$ cat src/rtl/proc_io_pkg.sv
// Shared constants, error causes and helpers for the processor I/O bridge.
package proc_io_pkg;

   localparam int NCH_MIN   = 2;
   localparam int NCH_MAX   = 16;
   localparam int DEPTH_MIN = 2;

   typedef enum logic [0:0] {
      BAD_ADDR = 1'b0,
      TIMEOUT  = 1'b1
   } err_cause_e;

   function automatic int addr_width(input int n);
      return (n <= 2) ? 1 : $clog2(n);
   endfunction

endpackage

$ cat src/rtl/io_fifo.sv
// Show-ahead FIFO: dout is always the head; push when full and pop when empty are ignored.
module io_fifo #(
   parameter int DW    = 19,
   parameter int DEPTH = 4
) (
   input  logic          clk,
   input  logic          rst,
   input  logic          push,
   input  logic [DW-1:0] din,
   input  logic          pop,
   output logic [DW-1:0] dout,
   output logic          full,
   output logic          empty
);

   localparam int PW = $clog2(DEPTH);

   logic [DW-1:0] r_mem [DEPTH];
   logic [PW-1:0] r_wr_ptr;
   logic [PW-1:0] r_rd_ptr;
   logic [PW:0]   r_count;
   logic          w_push;
   logic          w_pop;

   assign full   = (r_count == (PW+1)'(DEPTH));
   assign empty  = (r_count == '0);
   assign w_push = push & ~full;
   assign w_pop  = pop & ~empty;
   assign dout   = r_mem[r_rd_ptr];

   always_ff @(posedge clk or posedge rst) begin
      if (rst) begin
         r_wr_ptr <= '0;
         r_rd_ptr <= '0;
         r_count  <= '0;
      end else begin
         if (w_push) r_wr_ptr <= r_wr_ptr + 1'b1;
         if (w_pop)  r_rd_ptr <= r_rd_ptr + 1'b1;
         r_count <= r_count + (PW+1)'(w_push) - (PW+1)'(w_pop);
      end
   end

   // Storage is left unreset; only the pointers define what is valid.
   always_ff @(posedge clk) begin
      if (w_push) r_mem[r_wr_ptr] <= din;
   end

endmodule

$ cat src/rtl/proc_io_bridge.sv
// Per-channel FIFO bridge between external integer streams and the processor strobe port.
// Optional stall timeout enabled by defining PROC_IO_TIMEOUT_EN.
module proc_io_bridge
   import proc_io_pkg::*;
#(
   parameter int NCH   = 4,
   parameter int DW    = 19,
   parameter int DEPTH = 4,
   parameter int TMO   = 1023,
   parameter int AW    = addr_width(NCH)
) (
   input  logic              clk,
   input  logic              rst,
   input  logic [NCH*DW-1:0] in_data,
   input  logic [NCH-1:0]    in_valid,
   output logic [NCH-1:0]    in_ready,
   output logic [NCH*DW-1:0] out_data,
   output logic [NCH-1:0]    out_valid,
   input  logic [NCH-1:0]    out_ready,
   input  logic              proc_req_in,
   input  logic [AW-1:0]     proc_addr_in,
   output logic [DW-1:0]     proc_din,
   input  logic              proc_out_en,
   input  logic [AW-1:0]     proc_addr_out,
   input  logic [DW-1:0]     proc_dout,
   output logic              proc_stall,
   output logic [NCH-1:0]    req_in,
   output logic [NCH-1:0]    out_en,
   output logic              err
);

   if (NCH < NCH_MIN || NCH > NCH_MAX || DEPTH < DEPTH_MIN ||
       (DEPTH & (DEPTH - 1)) != 0 || TMO < 1) begin : g_param_check
      $error("proc_io_bridge: illegal parameter set");
   end

   logic [NCH-1:0] w_in_full,  w_in_empty,  w_in_push,  w_in_pop;
   logic [NCH-1:0] w_out_full, w_out_empty, w_out_push, w_out_pop;
   logic [DW-1:0]  w_in_head [NCH];

   logic [NCH-1:0] w_rd_sel, w_wr_sel;
   logic [DW-1:0]  w_rd_head;
   logic           w_rd_empty, w_wr_full;
   logic           w_rd_ok, w_wr_ok;
   logic           w_rd_blk, w_wr_blk, w_blk;
   logic           w_force, w_stall;
   logic           w_rd_commit, w_wr_commit;
   logic [1:0]     w_cause;
   logic           r_err;

   // Address decode is a compare loop so out-of-range addresses simply select nothing.
   always_comb begin
      w_rd_sel   = '0;
      w_wr_sel   = '0;
      w_rd_head  = '0;
      w_rd_empty = 1'b1;
      w_wr_full  = 1'b0;
      for (int k = 0; k < NCH; k++) begin
         if (proc_addr_in == AW'(k)) begin
            w_rd_sel[k] = 1'b1;
            w_rd_head   = w_in_head[k];
            w_rd_empty  = w_in_empty[k];
         end
         if (proc_addr_out == AW'(k)) begin
            w_wr_sel[k] = 1'b1;
            w_wr_full   = w_out_full[k];
         end
      end
   end

   assign w_rd_ok  = |w_rd_sel;
   assign w_wr_ok  = |w_wr_sel;
   assign w_rd_blk = proc_req_in & w_rd_ok & w_rd_empty;
   assign w_wr_blk = proc_out_en & w_wr_ok & w_wr_full;
   assign w_blk    = w_rd_blk | w_wr_blk;

`ifdef PROC_IO_TIMEOUT_EN
   localparam int TW = $clog2(TMO + 1);
   logic [TW-1:0] r_stall_cnt;

   assign w_force = w_blk & (r_stall_cnt == TW'(TMO));

   always_ff @(posedge clk or posedge rst) begin
      if (rst)                  r_stall_cnt <= '0;
      else if (w_blk & ~w_force) r_stall_cnt <= r_stall_cnt + 1'b1;
      else                      r_stall_cnt <= '0;
   end
`else
   assign w_force = 1'b0;
`endif

   assign w_stall     = ~rst & w_blk & ~w_force;
   assign w_rd_commit = ~rst & proc_req_in & w_rd_ok & ~w_rd_empty & ~w_stall;
   assign w_wr_commit = ~rst & proc_out_en & w_wr_ok & ~w_wr_full & ~w_stall;

   assign proc_stall = w_stall;
   assign proc_din   = (~rst & w_rd_ok & ~w_rd_empty) ? w_rd_head : '0;
   assign req_in     = w_rd_commit ? w_rd_sel : '0;
   assign out_en     = w_wr_commit ? w_wr_sel : '0;

   assign in_ready   = ~w_in_full & {NCH{~rst}};
   assign out_valid  = ~w_out_empty;
   assign w_in_push  = in_valid & in_ready;
   assign w_in_pop   = req_in;
   assign w_out_push = out_en;
   assign w_out_pop  = out_valid & out_ready;

   assign w_cause[BAD_ADDR] = (proc_req_in & ~w_rd_ok) | (proc_out_en & ~w_wr_ok);
   assign w_cause[TIMEOUT]  = w_force;

   always_ff @(posedge clk or posedge rst) begin
      if (rst)           r_err <= 1'b0;
      else if (|w_cause) r_err <= 1'b1;
   end

   assign err = r_err;

   for (genvar k = 0; k < NCH; k++) begin : g_ch
      io_fifo #(.DW(DW), .DEPTH(DEPTH)) u_in_fifo (
         .clk   (clk),
         .rst   (rst),
         .push  (w_in_push[k]),
         .din   (in_data[k*DW +: DW]),
         .pop   (w_in_pop[k]),
         .dout  (w_in_head[k]),
         .full  (w_in_full[k]),
         .empty (w_in_empty[k])
      );

      io_fifo #(.DW(DW), .DEPTH(DEPTH)) u_out_fifo (
         .clk   (clk),
         .rst   (rst),
         .push  (w_out_push[k]),
         .din   (proc_dout),
         .pop   (w_out_pop[k]),
         .dout  (out_data[k*DW +: DW]),
         .full  (w_out_full[k]),
         .empty (w_out_empty[k])
      );
   end

endmodule
$ cat config.mk
export PLATFORM = sky130hd
export DESIGN_NAME = proc_io_bridge
export DESIGN_NICKNAME = d
export VERILOG_FILES = /design/src/rtl/proc_io_pkg.sv /design/src/rtl/io_fifo.sv /design/src/rtl/proc_io_bridge.sv
export SDC_FILE = /design/constraint.sdc
export NUM_CORES = 1
export LEC_CHECK = 0
export ABC_CLOCK_PERIOD_IN_PS = 4660
export CAP_MARGIN = 40
export CORE_ASPECT_RATIO = 0.5
export CORE_UTILIZATION = 60
export DETAILED_ROUTE_END_ITERATION = 8
export GPL_TIMING_DRIVEN = 0
export PLACE_DENSITY_LB_ADDON = 0.2
export SLEW_MARGIN = 20
export SYNTH_ARGS = -nofsm -noshare
export SYNTH_HDL_FRONTEND = slang
export SYNTH_SLANG_ARGS = --single-unit
$ cat constraint.sdc
create_clock -name clk -period 4.66 [get_ports clk]
set_input_delay 0.466 -clock clk [delete_from_list [all_inputs] [get_ports clk]]
set_output_delay 0.466 -clock clk [all_outputs]
set_load 0.01 [all_outputs]
==> metrics.txt <==
status=complete, no violations; FP Rows=between 50 and 60; footprint of the multi-input gates=between 5000 and 6000 um2; post-cts resize count=0; Total Routing Usage GR=24.36%; clock share of power=27.5%; delay-heaviest family, CP=buffers and inverters; gpl congestion=roughly 0.80; number of DRC markers in iteration 0=900; global-route wire length before repair=79.87 mm; post-synthesis sequential area ratio=between 70% and 80%; DRT Pass-1 Iters=5; pre-CTS setup slack=0.4834 ns; DP HPWL=36.81 mm; clk_lat worst skew=0.58 ns; Die Y=149.5 um; Leakage=~0.011 uW; H-tree levels=2; Max Fclk=approximately 240 MHz; RSZ-0062 raised after global routing=false; layout cell share with drive strength beyond 1=between 20% and 30%; Worst Setup Slack, final=a little under 0.5 ns; drt via density=around 5.9; DRT Wirelength=between 50 and 60 mm; post-route antenna net violation count=0; initial core utilization=about three fifths; register area=just under 20000 um2; die footprint=about 44000 um2; Clock Path Buffers=3; CP Max Fanout=54; post-layout util=about 74%; Warnings, synthesis=0; #FFs+latches synth=roughly 670; final worst path period need=between 4 and 5 ns; asr flop ratio synth=~8.6%; final slew viol count=0; Least-Margin Pin Slew=around 0.72 ns; Psw=slightly below 5000 uW; Rel. slew slack=between 50% and 60%; synthesized cell area=~26000 um2; Critical Path Max Stage Delay=~0.75 ns; most common cell after layout, fill and taps aside=edfxtp_1; Int Pwr=12630 uW; Worst EP required=about 4.2 ns; Worst Hold Margin=between 0.4 and 0.5 ns; number of I/O pins=roughly 220; cts hold-fix bufs=0; number of fill cells=between 2000 and 2500; Comb pwr share=roughly 30%; vias post-DR=approximately 12000; PD cells=about 550 nW/um2; sequential power share=42.8%; Yosys cell types=43; ordered list of cells on the worst path=clkdlybuf4s50_1 > inv_4 > buf_16 > o41a_1 > clkbuf_1 > clkbuf_1 > and3_1 > clkdlybuf4s50_1; Post-CTS Setup Bufs=0; nets@finish=roughly 1700; initial antenna violation count=0; Cells after Synth=~1200; clock root buffer=clkbuf_16; Buf/Inv on CP=6; CP Capture Type=primary output; final critical-path share of the clock period=between 80% and 90%; syn_area_per_cell=about 22 um2; CP Launch Type=input pin; die width=between 200 and 300 um; Layout Area Growth over Synthesis=20.45%; Post-synth EDFFs=608; Mapped Nets=~1300; Sink Count=about 670; Final Hold Fails=0; vias in the first global route=13140; WS Path Type=input pin to primary output; final antenna diode count=0; remaining routing DRC violations=0; slowest stage cell on the critical path=clkdlybuf4s50_1; worst hold path class=input pin to register; wire per inst=24.92 um; Port-buffer cells=around 220; Sw Share=roughly 28%; most frequent cells in the layout=edfxtp_1, clkdlybuf4s50_1, mux4_2, clkbuf_16, dfrtp_1; final setup fails=0; Max VDD drop=0.3173 mV; CTS tree=built; GRT overflow=0; Worst EP arrival=approximately 3.7 ns; Core ar.=roughly 42000 um2; Clk pin slew, worst setup/hold paths=0.07 ns; clock buffer count from CTS=55; worst clock skew=approximately 0.017 ns; largest net degree at the start of global routing=between 50 and 60; ys flop type=edfxtp_1; MaxCap Viol Count=0
sequential cells by signal (all words and copies together), names as in the netlist:
name and cells:
g_ch.u_in_fifo.r_mem 304, g_ch.u_in_fifo.r_rd_ptr 8, g_ch.u_in_fifo.r_wr_ptr 8, g_ch.u_out_fifo.r_mem 304, g_ch.u_out_fifo.r_rd_ptr 8, err 1
g_ch.u_out_fifo.r_count 12, g_ch.u_in_fifo.r_count 12, g_ch.u_out_fifo.r_wr_ptr 8
layer usage:
metal / part of all wire [%] / routed length (um) / up-vias / global-route usage, %
met3: 5.0 / 2630 / 80 / 4.094
met2: 53 / 27650 / 357 / 42.50
met5: 0 / 0 / - / 0
met4: 2.4 / 1248 / 0 / 6.237
met1: 40 / 21080 / 6586 / 32.59
li1: - / - / 5394 / -
cell usage after synthesis, types with 2 or more instances:
library cell	number	area [um2]
edfxtp_1	608	18260
mux4_2	171	3851
dfrtp_1	57	1426
inv_1	52	195.2
ha_1	48	600.6
and3_1	35	219.0
xnor2_1	28	245.2
clkbuf_1	24	90.09
and2_1	20	125.1
buf_2	13	65.06
nand2_1	12	45.04
xor2_1	12	105.1
buf_4	11	82.58
fa_1	8	160.2
nor2_1	8	30.03
nor4_2	7	87.58
a21oi_1	6	30.03
or3_1	6	37.54
nor3_1	5	25.02
and2_0	4	25.02
buf_1	4	15.01
mux2_4	4	60.06
nand2b_1	4	25.02
nor4_1	4	25.02
o21ai_0	4	20.02
nor2_4	2	22.52
nor3_2	2	20.02
nor3b_2	2	25.02
nor4_4	2	42.54
area by class of cell:
type	count	area share (%)
Buffer	53	0.8398
Clock buffer	79	5.086
Clock inverter	20	0.8835
Inverter	53	0.6408
Multi-Input combinational cell	406	18.94
Sequential cell	665	62.61
Tap cell	577	2.296
Timing Repair Buffer	258	8.700
cell families (layout without fill, tap and decap cells):
| logic type | after synthesis | after routing | synth area share [%] |
|---|---|---|---|
| fa+ha+maj | 56 | 56 | 2.915 |
| xor+xnor | 40 | 40 | 1.342 |
| compound gates | 16 | 16 | 0.5178 |
| simple gates | 119 | 119 | 3.053 |
| buf+inv | 106 | 463 | 1.774 |
| mux | 175 | 175 | 14.98 |
| flops | 665 | 665 | 75.41 |
power by group through the flow:
stage / Combinational, uW / Clock (uW) / Sequential, uW
final: 5190 / 4790 / 7460
after global routing: 5560 / 5090 / 7510
after CTS: 5240 / 4860 / 7460
after detailed placement: 5190 / 0 / 7580
after global placement: 4950 / 0 / 7530
after floorplan: 3160 / 0 / 7490
final timing paths:
check                                                   start                        endpoint  slack, ns  cells past startpoint
worst min register to register                            err                             err       0.47                      1
worst max-delay path                                      rst                     proc_din[9]       0.48                      8
worst max register to register  g_ch[2].u_out_fifo.r_count[1]    g_ch[0].u_in_fifo.r_count[2]       1.38                     12
min in group asynchronous                                 rst  g_ch[0].u_out_fifo.r_rd_ptr[0]       0.57                      2
max in group asynchronous                                 rst    g_ch[3].u_in_fifo.r_count[1]       3.56                      3
worst min-delay path                          proc_addr_in[1]   g_ch[3].u_in_fifo.r_rd_ptr[0]       0.44                      4
worst min-delay path, cell delays in order:
cell	delay, ns
buf_6	0.12
nand2_1	0.14
nor4_2	0.11
xor2_1	0.14
metrics by stage:
step	TNS (ns)	cell area, um2	power (uW)	std cells
floorplan	0	26100	10640	1177
global route	0	31440	18160	2111
CTS	0	31390	17550	2107
detailed placement	0	29520	12760	2008
finish	0	31440	17440	2111
global placement	-24.31	29040	12480	1975
Power figures use the tool's default switching activity.
